--- src/rtl/load_unit.sv ---
// -----------------------------------------------------------------------------
// load_unit
//   Executes LB/LH/LW/LBU/LHU. It forms the effective address from base_addr
//   and imm, rejects illegal func3 and misaligned accesses, and issues a
//   word-aligned read over a req/gnt/rvalid handshake. The selected byte, half
//   or word is sign- or zero-extended and returned with a one-cycle done pulse.
//
// Ports
//   clk, rst          clock (rising edge), asynchronous active-high reset
//   start             load request, sampled only while idle
//   base_addr, imm    rs1 value and sign-extended offset
//   func3             load type (000 LB, 001 LH, 010 LW, 100 LBU, 101 LHU)
//   busy              high whenever a load is in progress
//   done              one-cycle pulse; load_data/fault_code valid with it
//   load_data         extended result (0 on any fault)
//   fault_code        00 ok, 01 misaligned, 10 illegal func3, 11 timeout
//   mem_req/mem_addr  word-aligned read request toward data memory
//   mem_gnt           request accepted
//   mem_rvalid/rdata  read response
// -----------------------------------------------------------------------------
`timescale 1ns/1ps
module load_unit #(
  parameter int unsigned TIMEOUT_CYCLES = 255  // legal range 1..65535
) (
  input  logic        clk,
  input  logic        rst,
  input  logic        start,
  input  logic [31:0] base_addr,
  input  logic [31:0] imm,
  input  logic [2:0]  func3,
  output logic        busy,
  output logic        done,
  output logic [31:0] load_data,
  output logic [1:0]  fault_code,
  output logic        mem_req,
  output logic [31:0] mem_addr,
  input  logic        mem_gnt,
  input  logic        mem_rvalid,
  input  logic [31:0] mem_rdata
);

  localparam logic [1:0] S_IDLE = 2'd0;
  localparam logic [1:0] S_REQ  = 2'd1;
  localparam logic [1:0] S_WAIT = 2'd2;
  localparam logic [1:0] S_RESP = 2'd3;

  localparam logic [1:0] F_OK  = 2'b00;
  localparam logic [1:0] F_MIS = 2'b01;
  localparam logic [1:0] F_ILL = 2'b10;
  localparam logic [1:0] F_TMO = 2'b11;

  localparam logic [15:0] LIMIT = 16'(TIMEOUT_CYCLES);

  logic [1:0]  state_q, state_d;
  logic [31:0] addr_q,  addr_d;
  logic [2:0]  func3_q, func3_d;
  logic [1:0]  lane_q,  lane_d;
  logic [15:0] cnt_q,   cnt_d;
  logic [31:0] data_q,  data_d;
  logic [1:0]  fault_q, fault_d;

  logic [31:0] ea;
  logic        illegal;
  logic        misaligned;
  logic [7:0]  byte_sel;
  logic [15:0] half_sel;
  logic [31:0] extracted;

  // Address arithmetic wraps modulo 2^32; there is no overflow reporting.
  assign ea = base_addr + imm;

  assign illegal    = (func3 == 3'b011) || (func3 == 3'b110) || (func3 == 3'b111);
  // func3[1:0]==01 covers both LH and LHU.
  assign misaligned = ((func3[1:0] == 2'b01) && ea[0]) ||
                      ((func3 == 3'b010) && (ea[1:0] != 2'b00));

  // Lane selection works on the latched offset so that input changes while
  // busy cannot disturb the result.
  always_comb begin
    // NOTE: every combinational output gets a default first, so no path
    // leaves a value unassigned and no latch is inferred.
    byte_sel = mem_rdata[7:0];
    case (lane_q)
      2'd1:    byte_sel = mem_rdata[15:8];
      2'd2:    byte_sel = mem_rdata[23:16];
      2'd3:    byte_sel = mem_rdata[31:24];
      default: byte_sel = mem_rdata[7:0];
    endcase
  end

  assign half_sel = lane_q[1] ? mem_rdata[31:16] : mem_rdata[15:0];

  always_comb begin
    extracted = mem_rdata;
    case (func3_q)
      3'b000:  extracted = {{24{byte_sel[7]}}, byte_sel};
      3'b100:  extracted = {24'd0, byte_sel};
      3'b001:  extracted = {{16{half_sel[15]}}, half_sel};
      3'b101:  extracted = {16'd0, half_sel};
      default: extracted = mem_rdata;
    endcase
  end

  always_comb begin
    state_d = state_q;
    addr_d  = addr_q;
    func3_d = func3_q;
    lane_d  = lane_q;
    cnt_d   = cnt_q;
    data_d  = data_q;
    fault_d = fault_q;
    case (state_q)
      S_IDLE: begin
        if (start) begin
          addr_d  = {ea[31:2], 2'b00};
          func3_d = func3;
          lane_d  = ea[1:0];
          cnt_d   = '0;
          // Illegal func3 is checked before alignment so it takes priority.
          if (illegal) begin
            fault_d = F_ILL;
            data_d  = '0;
            state_d = S_RESP;
          end else if (misaligned) begin
            fault_d = F_MIS;
            data_d  = '0;
            state_d = S_RESP;
          end else begin
            state_d = S_REQ;
          end
        end
      end
      S_REQ: begin
        if (mem_gnt) begin
          cnt_d   = '0;
          state_d = S_WAIT;
        end
      end
      S_WAIT: begin
        // Data arriving on the limit cycle still completes normally.
        if (mem_rvalid) begin
          data_d  = extracted;
          fault_d = F_OK;
          state_d = S_RESP;
        end else if (cnt_q + 16'd1 == LIMIT) begin
          data_d  = '0;
          fault_d = F_TMO;
          state_d = S_RESP;
        end else begin
          cnt_d = cnt_q + 16'd1;
        end
      end
      S_RESP:  state_d = S_IDLE;
      default: state_d = S_IDLE;
    endcase
  end

  // NOTE: state registers use non-blocking assignments so every flop samples
  // the pre-edge value of the others, regardless of statement order.
  always_ff @(posedge clk or posedge rst) begin
    if (rst) begin
      state_q <= S_IDLE;
      addr_q  <= '0;
      func3_q <= '0;
      lane_q  <= '0;
      cnt_q   <= '0;
      data_q  <= '0;
      fault_q <= F_OK;
    end else begin
      state_q <= state_d;
      addr_q  <= addr_d;
      func3_q <= func3_d;
      lane_q  <= lane_d;
      cnt_q   <= cnt_d;
      data_q  <= data_d;
      fault_q <= fault_d;
    end
  end

  assign busy       = (state_q != S_IDLE);
  assign done       = (state_q == S_RESP);
  assign mem_req    = (state_q == S_REQ);
  assign mem_addr   = addr_q;
  assign load_data  = data_q;
  assign fault_code = fault_q;

endmodule

--- config.mk ---
export PLATFORM = sky130hd
export DESIGN_NAME = load_unit
export DESIGN_NICKNAME = d
export VERILOG_FILES = /design/src/rtl/load_unit.sv
export SDC_FILE = /design/constraint.sdc
export NUM_CORES = 1
export LEC_CHECK = 0
export BUFFER_PORTS_ARGS = -buffer_cell sky130_fd_sc_hd__buf_2
export CORE_ASPECT_RATIO = 0.6
export CORE_UTILIZATION = 39
export DETAILED_ROUTE_END_ITERATION = 7
export SYNTH_ARGS = -nofsm -noshare
export SYNTH_HDL_FRONTEND = slang
export SYNTH_SLANG_ARGS = --single-unit
--- constraint.sdc ---
create_clock -name clk -period 3.9 [get_ports clk]
set_clock_uncertainty 0.05 [all_clocks]
set_input_delay 0.78 -clock clk [delete_from_list [all_inputs] [get_ports clk]]
set_output_delay 0.78 -clock clk [all_outputs]
set_load 0.005 [all_outputs]
Word level (Yosys, flattened, before mapping)
Cells that the tools add are included.
{ "word_totals": {"ff_bits": 87, "latchBits": 0, "ramBits": 0, "rom_bits": 0, "out_inout_bits": 69, "elab_cells": 71, "mem_count": 0} }
{ "op_classes": {"add_sub_neg": 2, "n_mul": 0, "div": 0, "n_lt_le_gt_ge": 0, "n_eq_ne": 21, "n_shift": 0, "n_mux": 26, "n_bitwise": 0, "reduce_logical": 15} }
{ "ops": {"columns": ["operator", "n"], "rows": [
  ["two-way mux 32 bit", 5],
  ["case mux 32 bit (4 select lines)", 1],
  ["two-way mux 16 bit", 5],
  ["case mux 32 bit (2 select lines)", 1],
  ["case mux 16 bit (3 select lines)", 1],
  ["adder 32 bit", 1],
  ["case mux 8 bit (3 select lines)", 1],
  ["two-way mux 2 bit", 10],
  ["adder 16 x 1 -> 16 bit (second input constant)", 1],
  ["== test 16 x 8 -> 1 bit (second input constant)", 1],
  ["== test 3 bit (second input constant)", 4],
  ["== test 2 bit (second input constant)", 4],
  ["case mux 2 bit (4 select lines)", 1],
  ["== test 2 x 1 -> 1 bit (second input constant)", 3],
  ["== test 3 x 2 -> 1 bit (second input constant)", 2],
  ["inequality test 2 bit (second input constant)", 3],
  ["inequality test 3 bit (second input constant)", 2],
  ["nonzero test 2 bit", 3],
  ["AND reduction 5 bit", 1],
  ["case mux 2 bit (2 select lines)", 1],
  ["AND reduction 4 bit", 1],
  ["== test 3 x 1 -> 1 bit (second input constant)", 1],
  ["logical NOT 3 bit", 1],
  ["logical OR 1 bit", 3],
  ["other kinds (6)", 7]
]} }

Longest topological paths before layout
{ "logic_depth": {"depth_word": 8, "ltp_mapped": 12, "depth_no_buf": 11} }

Least setup slack after synthesis
OpenSTA, ideal clock, no wires.
{ "synth_path": {"kind": "input to register", "start": "input port base_addr[10]", "end": "register addr_q[25] (netlist: mem_addr[25])", "setup_ns": 0.095, "t_arrival_ns": 2.899, "path_slack_ns": 0.856, "cell_stages": 10, "n_path_buf": 1, "cell_sequence": "ha_1 clkbuf_1 a21o_1 a31oi_1 nand2_1 a221oi_1 a21oi_1 or3_1 and3_1 o31ai_1"} }
{ "synth_between": {"elab_chain_len": 1} }
{ "synth_rtl": {"columns": ["element", "line", "rtl"], "rows": [
  ["start: declaration", "28", "input logic [31:0] base_addr,"],
  ["adder 32 bit", "70", "assign ea = base_addr + imm;"],
  ["end signal: assignment", "171", "addr_q <= addr_d;"],
  ["end: declaration", "55", "logic [31:0] addr_q, addr_d;"]
]} }
Every way passes these cells.
A chain may end at the register's enable or synchronous reset.

Worst setup path after layout
{ "layout_path": {"start": "register cnt_q[1]", "end": "register data_q[16] (netlist: load_data[16])"} }
{ "layout_between": {"elab_chain_len": 4} }
{ "layout_rtl": {"columns": ["element", "line", "rtl"], "rows": [
  ["start: declaration", "58", "logic [15:0] cnt_q, cnt_d;"],
  ["start signal: assignment", "174", "cnt_q <= cnt_d;"],
  ["adder 16 x 1 -> 16 bit", "145", "end else if (cnt_q + 16'd1 == LIMIT) begin"],
  ["== test 16 x 8 -> 1 bit", "145", null],
  ["inequality test 3 bit (no line)", null, null],
  ["AND reduction 4 bit (no line)", null, null],
  ["end signal: assignment", "175", "data_q <= data_d;"],
  ["end: declaration", "59", "logic [31:0] data_q, data_d;"]
]} }
Every way passes these cells.

==> flow_metrics.env <==
export IMPL_status="complete, but fails checks"
export IMPL_violations="DRC"
export IMPL_clk_latency_ns=0.34
export IMPL_tightest_slew_ns=1.114
export IMPL_netlist_instances=723
export IMPL_synth_area_mm2=0.006168
export IMPL_cts_resized=0
export IMPL_power_switching_w=0.001803
export IMPL_hold_violations=0
export IMPL_crit_arrival_ns=3.46
export IMPL_startpoint="cnt_q[1]"
export IMPL_fin_setup_tns_ns=0
export IMPL_clockBufferDepth=2
export IMPL_core_area_mm2=0.01541
export IMPL_cts_hold_buf=0
export IMPL_fin_hold_ws_ns=0.4024
export IMPL_switching_share_pct=40.84
export IMPL_drt_wl_total_mm=18.47
export IMPL_avgSynthCellArea_um2=8.532
export IMPL_p_clk_share_pct=20.4
export IMPL_area_delta_synth_final_pct=21.54
export IMPL_n_antenna_cell=0
export IMPL_cts_htree_levels=3
export IMPL_seq_power_share_pct=33.3
export IMPL_synth_top_area_share_pct=35.29
export IMPL_final_fill_count=1521
export IMPL_drive_gt1_share_pct=23.98
export IMPL_seqCellArea_mm2=0.002177
export IMPL_finalCriticalPeriod_ns=3.232
export IMPL_wl_per_cell_um=16.99
export IMPL_leakage_nw=3.742
export IMPL_end_kind="flip-flop"
export IMPL_grt_pass1_vias=5479
export IMPL_intPower_w=0.002613
export IMPL_synth_seq_area_share_pct=35.29
export IMPL_hold_path_class="input pin to asynchronous set/reset pin"
export IMPL_synth_async_reset_ratio_pct=100.0
export IMPL_ioPinCount=173
export IMPL_synth_edff_count=0
export IMPL_rsz0062_at_grt="false"
export IMPL_ys_ff_latch=87
export IMPL_clock_sinks=87
export IMPL_post_dp_hpwl_mm=14.28
export IMPL_clkTransAtPathRegs_ns=0.07
export IMPL_die_h_um=99.42
export IMPL_synth_most_common_cell="nand2_1"
export IMPL_antenna_found_initial=0
export IMPL_grt_overflow=0
export IMPL_slew_viol_final=0
export IMPL_ys_flop_type="dfrtp_1"
export IMPL_fmax_mhz=309.4
export IMPL_gp_congestion=0.8577
export IMPL_viasPerCell=5.579
export IMPL_ys_top_cells_by_area="dfrtp_1 35%, ha_1 7.7%, nand2_1 6.3%, a21oi_1 4.4%, o21ai_0 3.2%"
export IMPL_ys_warn_count=0
export IMPL_power_frac_comb_pct=46.2
export IMPL_cts_tree="built"
export IMPL_multi_input_area_mm2=0.003736
export IMPL_numCtsBuffers=9
export IMPL_ant_nets=0
export IMPL_grt_start_max_net_pins=66
export IMPL_start_kind="flip-flop"
export IMPL_final_nets=1022
export IMPL_setup_viol=0
export IMPL_vias=6064
export IMPL_cap_violations=0
export IMPL_r2r_start="cnt_q[1]"
export IMPL_firstDrtPassIters=7
export IMPL_slew_headroom_pct=25.56
export IMPL_grt_usage_pct=23.04
export IMPL_yosys_area_top_type="dfrtp_1"
export IMPL_port_buffers=170
export IMPL_start_util_pct=40.02
export IMPL_ys_types=71
export IMPL_critPathMaxFanout=24
export IMPL_drc_errors=2
export IMPL_worstPathRequired_ns=4.13
export IMPL_criticalPathCategory="flip-flop to flip-flop"
export IMPL_vdd_drop_max_mv=0.2806
export IMPL_grt_pass1_wl_mm=29.55
export IMPL_powerDensity_mw_per_mm2=589.1
export IMPL_drt_first_iter_violations=506
export IMPL_synth_common_cells="104 x nand2_1, 87 x dfrtp_1, 54 x a21oi_1, 40 x o21ai_0"
export IMPL_dieWidth_um=164.4
export IMPL_ctsRootBufferMaster="clkbuf_16"
export IMPL_post_cts_buffers=0
export IMPL_rows=35
export IMPL_min_period_over_period_pct=82.86
export IMPL_dieArea_mm2=0.01634
## flip-flops by register name, summed over array words and instances, names as in the netlist
register    flops
mem_addr       30
lane_q          2
load_data      32
func3_q         3
cnt_q          16
state_q         2
fault_code      2
## through the flow
stage | utilization (%) | cell area, um^2 | power (W) | setup slack [ns] | instances
final | 48.64 | 7497 | 0.004416 | 0.6684 | 1087
after detailed placement | 46.63 | 7188 | 0.003529 | 0.4213 | 1071
after global placement | 46.63 | 7188 | 0.003517 | 0.5900 | 1071
after CTS | 48.64 | 7497 | 0.004444 | 0.7091 | 1087
after global routing | 48.64 | 7497 | 0.004780 | 0.4033 | 1087
after floorplan | - | 6172 | 0.002769 | 0.8198 | 724
## final cells by class
class | count | share of cell area (%)
clock buffer | 10 | 3.054
clock inverter | 6 | 1.068
inverter | 25 | 1.268
multi-input combinational | 576 | 49.83
sequential | 87 | 29.04
tap | 203 | 3.388
timing repair buffer | 180 | 12.35
## critical path: stages, from the launching register on
cell and delay [ns]:
dfrtp_1 0.48, ha_1 0.29, nand3_1 0.33, or3_1 0.51, mux2i_1 0.17, o21ai_1 0.13
a21boi_1 0.16, nor3b_4 0.20, o21ai_4 0.58, a22o_1 0.26
## cell usage in the layout, fill, tap and decap left out, types with 13 or more instances in the layout
cell type  netlist  routed
buf_2            2     170
nand2_1        104     103
dfrtp_1         87      87
a21oi_1         54      54
o21ai_0         40      40
nor2_1          38      38
ha_1            38      38
o21ai_1         25      25
nand3_1         24      24
inv_1           24      23
a21o_1          17      17
o22ai_1         17      17
o31ai_1         16      16
nor3_1          15      15
and2_1          13      13
## worst paths after layout
path | end | slack (ns) | cells past startpoint
max reg2reg | load_data[16] | 0.67 | 9
min | load_data[26] | 0.40 | 2
min reg2reg | load_data[20] | 0.43 | 1
max in group asynchronous | cnt_q[0] | 2.56 | 3
max | load_data[16] | 0.67 | 9
min in group clk | load_data[20] | 0.43 | 1
## power by group through the flow
stage | clock network, W | registers (W) | logic, W
2_1_floorplan | 0 | 0.00148 | 0.00129
3_3_place_gp | 0 | 0.00148 | 0.00203
3_5_place_dp | 0 | 0.00149 | 0.00204
4_1_cts | 0.000922 | 0.00147 | 0.00205
5_1_grt | 0.000963 | 0.00152 | 0.00229
6_report | 0.000903 | 0.00147 | 0.00204
## layer usage
metal  part of all wire (%)  vias to the layer above  track usage (%)
met2                     37                      248            29.96
li1                       -                     2969                -
met4                   0.95                        0            4.701
met5                      0                        -                0
met3                    7.1                       14            4.671
met1                     55                     2833            37.71
## logic make-up (layout without fill, tap and decap cells)
family | Yosys count | after routing | share of synthesized area (%)
other | 1 | 2 | 0.06079
flip-flops | 87 | 87 | 35.29
XOR/XNOR | 20 | 20 | 2.840
adder cells (fa/ha/maj) | 39 | 39 | 8.033
multiplexers | 17 | 17 | 2.962
AND/OR/NAND/NOR | 244 | 244 | 18.82
AO/OA/AOI/OAI | 254 | 254 | 27.75
buffers and inverters | 61 | 221 | 4.239
Power figures use the tool's default switching activity.
